## config.mk

```make
export PLATFORM = sky130hd
export DESIGN_NAME = calc_sequencer
export DESIGN_NICKNAME = d
export VERILOG_FILES = /design/src/rtl/calc_sequencer.sv
export SDC_FILE = /design/constraint.sdc
export NUM_CORES = 1
export LEC_CHECK = 0
export BUFFER_PORTS_ARGS = -buffer_cell sky130_fd_sc_hd__buf_2
export CORE_MARGIN = 8
export CORE_UTILIZATION = 35
export CTS_BUF_LIST = sky130_fd_sc_hd__clkbuf_2
export CTS_CLUSTER_DIAMETER = 60
export DETAILED_ROUTE_END_ITERATION = 6
export GPL_TIMING_DRIVEN = 0
export SLEW_MARGIN = 20
export SYNTH_ARGS = -nofsm -noshare
export SYNTH_HDL_FRONTEND = slang
export SYNTH_SLANG_ARGS = --single-unit
```

## constraint.sdc

```tcl
create_clock -name clk -period 6.6 [get_ports clk]
set_clock_uncertainty 0.2 [all_clocks]
set_input_delay 0.66 -clock clk [delete_from_list [all_inputs] [get_ports clk]]
set_output_delay 0.66 -clock clk [all_outputs]
set_load 0.02 [all_outputs]
```

## src/rtl/calc_sequencer.sv

```systemverilog
// Command sequencer for the 32-entry stack/queue calculator memory.
// Define CALC_MUL_EN to enable op 011 (MUL); otherwise MUL is rejected with code 11.
module calc_sequencer (
   input  logic        clk,
   input  logic        rst,
   input  logic        cmd_valid,
   output logic        cmd_ready,
   input  logic [2:0]  cmd_op,
   input  logic [31:0] cmd_data,
   input  logic        cmd_mode,
   output logic        mem_push,
   output logic        mem_pop,
   output logic        mem_stackQueue,
   output logic [31:0] mem_dataIn,
   input  logic [31:0] mem_stackOut,
   input  logic [31:0] mem_queueOut,
   input  logic        mem_empty,
   input  logic        mem_full,
   output logic        rsp_valid,
   output logic [31:0] rsp_data,
   output logic        rsp_err,
   output logic [1:0]  rsp_code,
   output logic [5:0]  depth
);

   typedef enum logic [2:0] {S_IDLE, S_POP1, S_POP2, S_PUSHW, S_RESP} state_t;
   typedef enum logic [2:0] {
      OP_PUSH = 3'd0, OP_ADD = 3'd1, OP_SUB = 3'd2, OP_MUL = 3'd3,
      OP_AND  = 3'd4, OP_OR  = 3'd5, OP_XOR = 3'd6, OP_POP = 3'd7
   } op_t;

   localparam logic [1:0] RC_OK    = 2'b00;
   localparam logic [1:0] RC_UNDER = 2'b01;
   localparam logic [1:0] RC_OVER  = 2'b10;
   localparam logic [1:0] RC_ILL   = 2'b11;

`ifdef CALC_MUL_EN
   localparam logic MUL_EN = 1'b1;
`else
   localparam logic MUL_EN = 1'b0;
`endif

   state_t      state_q, state_d;
   op_t         op_q, op_d, acc_op;
   logic        mode_q, mode_d;
   logic [31:0] data_q, data_d;
   logic [31:0] opr_q, opr_d;
   logic [5:0]  depth_q, depth_d;
   logic [31:0] rsp_data_q, rsp_data_d;
   logic        rsp_err_q, rsp_err_d;
   logic [1:0]  rsp_code_q, rsp_code_d;

   logic [31:0] rd_data, opa, opb, alu_res;
   logic [1:0]  acc_code;
   logic        is_full, is_empty;

   assign rd_data = mode_q ? mem_queueOut : mem_stackOut;
   assign acc_op  = op_t'(cmd_op);
   // The memory flags mirror depth; OR-ing them in keeps a corrupted count from overrunning the memory.
   assign is_full  = (depth_q == 6'd32) | mem_full;
   assign is_empty = (depth_q == 6'd0)  | mem_empty;

   // Stack pops B first (top), queue pops A first (head).
   always_comb begin
      opa     = mode_q ? opr_q   : rd_data;
      opb     = mode_q ? rd_data : opr_q;
      alu_res = '0;
      case (op_q)
         OP_ADD: alu_res = opa + opb;
         OP_SUB: alu_res = opa - opb;
`ifdef CALC_MUL_EN
         OP_MUL: alu_res = opa * opb;
`endif
         OP_AND: alu_res = opa & opb;
         OP_OR:  alu_res = opa | opb;
         OP_XOR: alu_res = opa ^ opb;
         default: alu_res = '0;
      endcase
   end

   always_comb begin
      acc_code = RC_OK;
      if (acc_op == OP_MUL && !MUL_EN)                      acc_code = RC_ILL;
      else if (acc_op == OP_PUSH && is_full)                acc_code = RC_OVER;
      else if (acc_op == OP_POP && is_empty)                acc_code = RC_UNDER;
      else if (acc_op != OP_PUSH && acc_op != OP_POP && depth_q < 6'd2) acc_code = RC_UNDER;
   end

   // NOTE: every signal driven here gets a default first, so no path can leave one unassigned and infer a latch.
   always_comb begin
      state_d    = state_q;
      op_d       = op_q;
      mode_d     = mode_q;
      data_d     = data_q;
      opr_d      = opr_q;
      depth_d    = depth_q;
      rsp_data_d = rsp_data_q;
      rsp_err_d  = rsp_err_q;
      rsp_code_d = rsp_code_q;
      mem_push   = 1'b0;
      mem_pop    = 1'b0;
      mem_dataIn = '0;
      case (state_q)
         S_IDLE: begin
            if (cmd_valid) begin
               op_d   = acc_op;
               mode_d = cmd_mode;
               data_d = cmd_data;
               if (acc_code != RC_OK) begin
                  rsp_err_d  = 1'b1;
                  rsp_code_d = acc_code;
                  rsp_data_d = '0;
                  state_d    = S_RESP;
               end else begin
                  state_d = (acc_op == OP_PUSH) ? S_PUSHW : S_POP1;
               end
            end
         end
         S_POP1: begin
            mem_pop = 1'b1;
            depth_d = depth_q - 6'd1;
            if (op_q == OP_POP) begin
               rsp_data_d = rd_data;
               rsp_err_d  = 1'b0;
               rsp_code_d = RC_OK;
               state_d    = S_RESP;
            end else begin
               opr_d   = rd_data;
               state_d = S_POP2;
            end
         end
         S_POP2: begin
            mem_pop = 1'b1;
            depth_d = depth_q - 6'd1;
            data_d  = alu_res;
            state_d = S_PUSHW;
         end
         S_PUSHW: begin
            mem_push   = 1'b1;
            mem_dataIn = data_q;
            depth_d    = depth_q + 6'd1;
            rsp_data_d = data_q;
            rsp_err_d  = 1'b0;
            rsp_code_d = RC_OK;
            state_d    = S_RESP;
         end
         S_RESP:  state_d = S_IDLE;
         default: state_d = S_IDLE;
      endcase
   end

   // NOTE: state registers use non-blocking assignments so every flop samples pre-edge values.
   always_ff @(posedge clk) begin
      if (rst) begin
         state_q    <= S_IDLE;
         op_q       <= OP_PUSH;
         mode_q     <= 1'b0;
         data_q     <= '0;
         opr_q      <= '0;
         depth_q    <= '0;
         rsp_data_q <= '0;
         rsp_err_q  <= 1'b0;
         rsp_code_q <= RC_OK;
      end else begin
         state_q    <= state_d;
         op_q       <= op_d;
         mode_q     <= mode_d;
         data_q     <= data_d;
         opr_q      <= opr_d;
         depth_q    <= depth_d;
         rsp_data_q <= rsp_data_d;
         rsp_err_q  <= rsp_err_d;
         rsp_code_q <= rsp_code_d;
      end
   end

   assign cmd_ready      = (state_q == S_IDLE);
   assign rsp_valid      = (state_q == S_RESP);
   assign mem_stackQueue = mode_q;
   assign rsp_data       = rsp_data_q;
   assign rsp_err        = rsp_err_q;
   assign rsp_code       = rsp_code_q;
   assign depth          = depth_q;

endmodule

```

==> results.py <==
metrics = {
    "cts": {
        "cts_tree": "done",
        "htree_levels": 3,
        "cts_num_sinks": 112,
        "clock_path_buffers": 2,
        "clk_latency_ns": 0.69,
        "postCtsSetupBuffers": 0,
        "cts_root_buf": "clkbuf_2",
        "clkTransAtPathRegs_ns": 0.36,
        "cts-buffers-inserted": 9,
    },
    "routing": {
        "firstDrtPassIters": 7,
        "vias": 10875,
        "viasPerCell": 5.632,
        "wl_um": 42250,
        "drc_errors": 0,
        "drt_iter0_drc": 1143,
        "wl_per_cell_um": 21.88,
        "final_antenna_net_count": 0,
    },
    "timing": {
        "report.final.slew_viol_count": 0,
        "hold_viol": 0,
        "fmax_mhz": 155.7,
        "maxSlewHeadroom_pct": 28.28,
        "grt_setup_unrepaired": "false",
        "fin_crit_ns": 6.422,
        "setup-violations-final": 0,
        "setup_slack_ns": 0.1782,
        "post-route-period-util_pct": 97.30,
        "worst_slew_pin_slew_ns": 1.076,
    },
    "synthesis": {
        "ys_ff_latch": 112,
        "ys_warn_count": 0,
        "synthTopCellsByArea": "dfxtp_1 22%, ha_1 13%, mux2i_1 6.6%",
        "netlist-cell-type-count": 62,
        "synth_flop_cell": "dfxtp_1",
        "netlist_area_um2": 10020,
        "synth_cells": 1347,
        "async_flop_share_pct": 0,
        "synth_top_area_share_pct": 22.37,
        "syn_nets": 1558,
        "syn_area_per_cell_um2": 7.442,
        "yosysMostFrequentCell": "nand2_1",
        "synth_edf_count": 0,
        "seq_area_frac_synth_pct": 22.37,
        "ys_top_cells_by_count": "167 x nand2_1, 151 x nor2_1, 112 x dfxtp_1",
        "synth_largest_area_cell": "dfxtp_1",
    },
    "critical_path": {
        "cp_slowest_stage_delay_ns": 0.43,
        "critical_path_class": "reg -> reg",
        "critPathMaxFanout": 19,
        "crit_required_ns": 6.98,
        "cp_data_arrival_time_ns": 6.80,
        "r2r_slack_ns": 0.18,
        "setup.worst_path.end_class": "register",
        "path_cells": "buf_6 -> buf_12 -> buf_6 -> clkbuf_4 -> buf_4 -> clkbuf_4 -> o21a_1 -> ha_1 -> nand3_1 -> nor2_2 -> and3_1 -> clkbuf_1 -> a21oi_1 -> xnor2_1 -> ha_1 -> a21oi_1 -> o21ai_0 -> nor2_1 -> o211a_1 -> o211a_1 -> o21bai_1 -> xor2_1 -> a221oi_1 -> nor3_1",
        "start_kind": "register",
        "cp_slowest_cell": "dfxtp_1",
    },
    "die": {
        "io_pins": 183,
        "start_util_pct": 35.21,
        "die_area_um2": 34310,
        "die_x_um": 185.2,
        "die_height_um": 185.2,
        "rows": 62,
        "core_area_um2": 28470,
    },
    "placed_design": {
        "dpl.hpwl_um": 34270,
        "gp_congestion": 0.9344,
        "place_ws_ns": -0.8973,
        "post-place-cells": 1913,
        "io_buffers": 182,
    },
    "grt": {
        "grt_pass1_vias": 10271,
        "grt_start_max_net_pins": 20,
        "grt_pass1_wl_um": 62520,
        "grt_use_met3_pct": 3.197,
        "top_usage_layer": "met2",
        "antenna_found_initial": 1,
        "use_met2_pct": 37.49,
        "overflow": 0,
        "grt_usage_pct": 23.84,
        "met1_usage_pct": 32.34,
    },
    "final_layout": {
        "drive_gt1_share_pct": 14.23,
        "instances_no_fill": 1931,
        "nNetsFinal": 1752,
        "syn_to_final_growth_pct": 15.23,
    },
    "hold_path": {
        "hold_class": "in -> reg",
    },
    "run_status": {
        "outcome": "completed",
    },
    "power": {
        "ir_worst_vdd_v": 0.0002221,
        "cellPowerDensity_nw_per_um2": 597.1,
        "leakage_nw": 5.308,
    },
    "flow_run": {
        "drv_cap": 0,
    },
}
-- cell families (layout without fill, tap and decap cells) --
group | after synthesis | count (layout) | synth area share [%]
and+or+nand+nor | 476 | 476 | 22.04
AOI/OAI and AO/OA | 354 | 354 | 22.98
buffers and inverters | 166 | 365 | 6.578
DFF | 112 | 112 | 22.37
adders and majority gates | 106 | 106 | 13.38
muxes | 69 | 69 | 7.064
xor gates and xnor gates | 64 | 64 | 5.592
other | 0 | 1 | 0
-- layout by cell type, fill, tap and decap left out, types with 11 or more instances in the layout --
cell,netlist,layout
buf_2,4,184
a21o_1,19,19
dfxtp_1,112,112
o21ai_0,58,58
o21bai_1,11,11
buf_1,13,12
ha_1,104,104
clkbuf_1,65,63
and2_1,19,19
nand2_1,167,167
o22ai_1,33,33
xor2_1,15,15
and3_1,42,42
nand2b_1,38,38
a31oi_1,11,11
xnor2_1,49,49
a311oi_1,39,39
nor2_1,151,150
a211oi_1,45,45
a21oi_1,100,100
mux2i_1,66,66
nor3_1,19,19
inv_1,81,81
-- where the power goes --
group / leakage [nW] / internal, mW / total (mW) / switching, mW
registers: 0.918 / 0.897 / 1.06 / 0.166
logic: 4.33 / 2.05 / 5.50 / 3.45
clock network: 0.0609 / 0.0568 / 0.336 / 0.279
total: 5.31 / 3.00 / 6.90 / 3.89
-- flip-flops by register name (all words and copies together) (netlist names) --
signal,flops
data_q,32
rsp_err,1
rsp_data,32
op_q,3
rsp_code,2
state_q,3
mem_stackQueue,1
opr_q,32
depth,6
-- stage by stage --
stage / utilization, % / hold WS (ns) / cell area (um^2) / setup TNS (ns) / power (mW)
2_1_floorplan: - / 0.2641 / 10020 / 0 / 4.930
3_3_place_gp: 40.10 / 0.2544 / 11420 / -7.210 / 6.371
3_5_place_dp: 40.10 / 0.2580 / 11420 / -7.700 / 6.417
4_1_cts: 40.56 / 0.004994 / 11550 / 0 / 6.760
5_1_grt: 40.57 / 0.006627 / 11550 / 0 / 7.430
6_report: 40.57 / 0.01317 / 11550 / 0 / 6.897
-- cell type report --
type                    count  area, um^2
clock buffers              10       50.05
flip-flops and latches    112        2242
clock inverters             6       48.80
plain buffers              83       356.6
fillers                  3030       16920
repair buffers            185       940.9
well taps                 384       480.5
inverters                  81       304.0
diodes                      1       2.502
multi-input cells        1069        7126
-- metal layers --
layer / wire (um) / vias to the layer above / part of all wire, %
met5: 0 / - / 0
met4: 1609 / 0 / 3.8
met3: 3759 / 84 / 8.9
met2: 18480 / 578 / 44
met1: 18410 / 5094 / 44
li1: - / 5119 / -
-- final timing paths --
kind,to,cells after the start,startpoint
setup / recovery,data_q[29],24,mem_stackQueue
hold / removal,opr_q[26],3,mem_queueOut[26]
setup reg to reg,data_q[29],24,mem_stackQueue
hold reg to reg,rsp_code[0],2,rsp_code[0]
-- worst max-delay path: cells and delay by family (launching register included) --
kind / cells / cell delay [ns]
compound gates: 8 / 1.96
xor+xnor: 2 / 0.40
fa+ha+maj: 2 / 0.60
buf+inv: 7 / 1.84
flops: 1 / 0.43
simple gates: 5 / 0.84
-- timing repair --
item                                    in CTS  in global routing
pin swaps                                    0                  0
hold endpoints to repair                     3                  0
hold buffers                                 3                  0
gates resized for setup                      4                  2
endpoints found under the setup margin      18                 10
(Power assumes the default switching activity.)
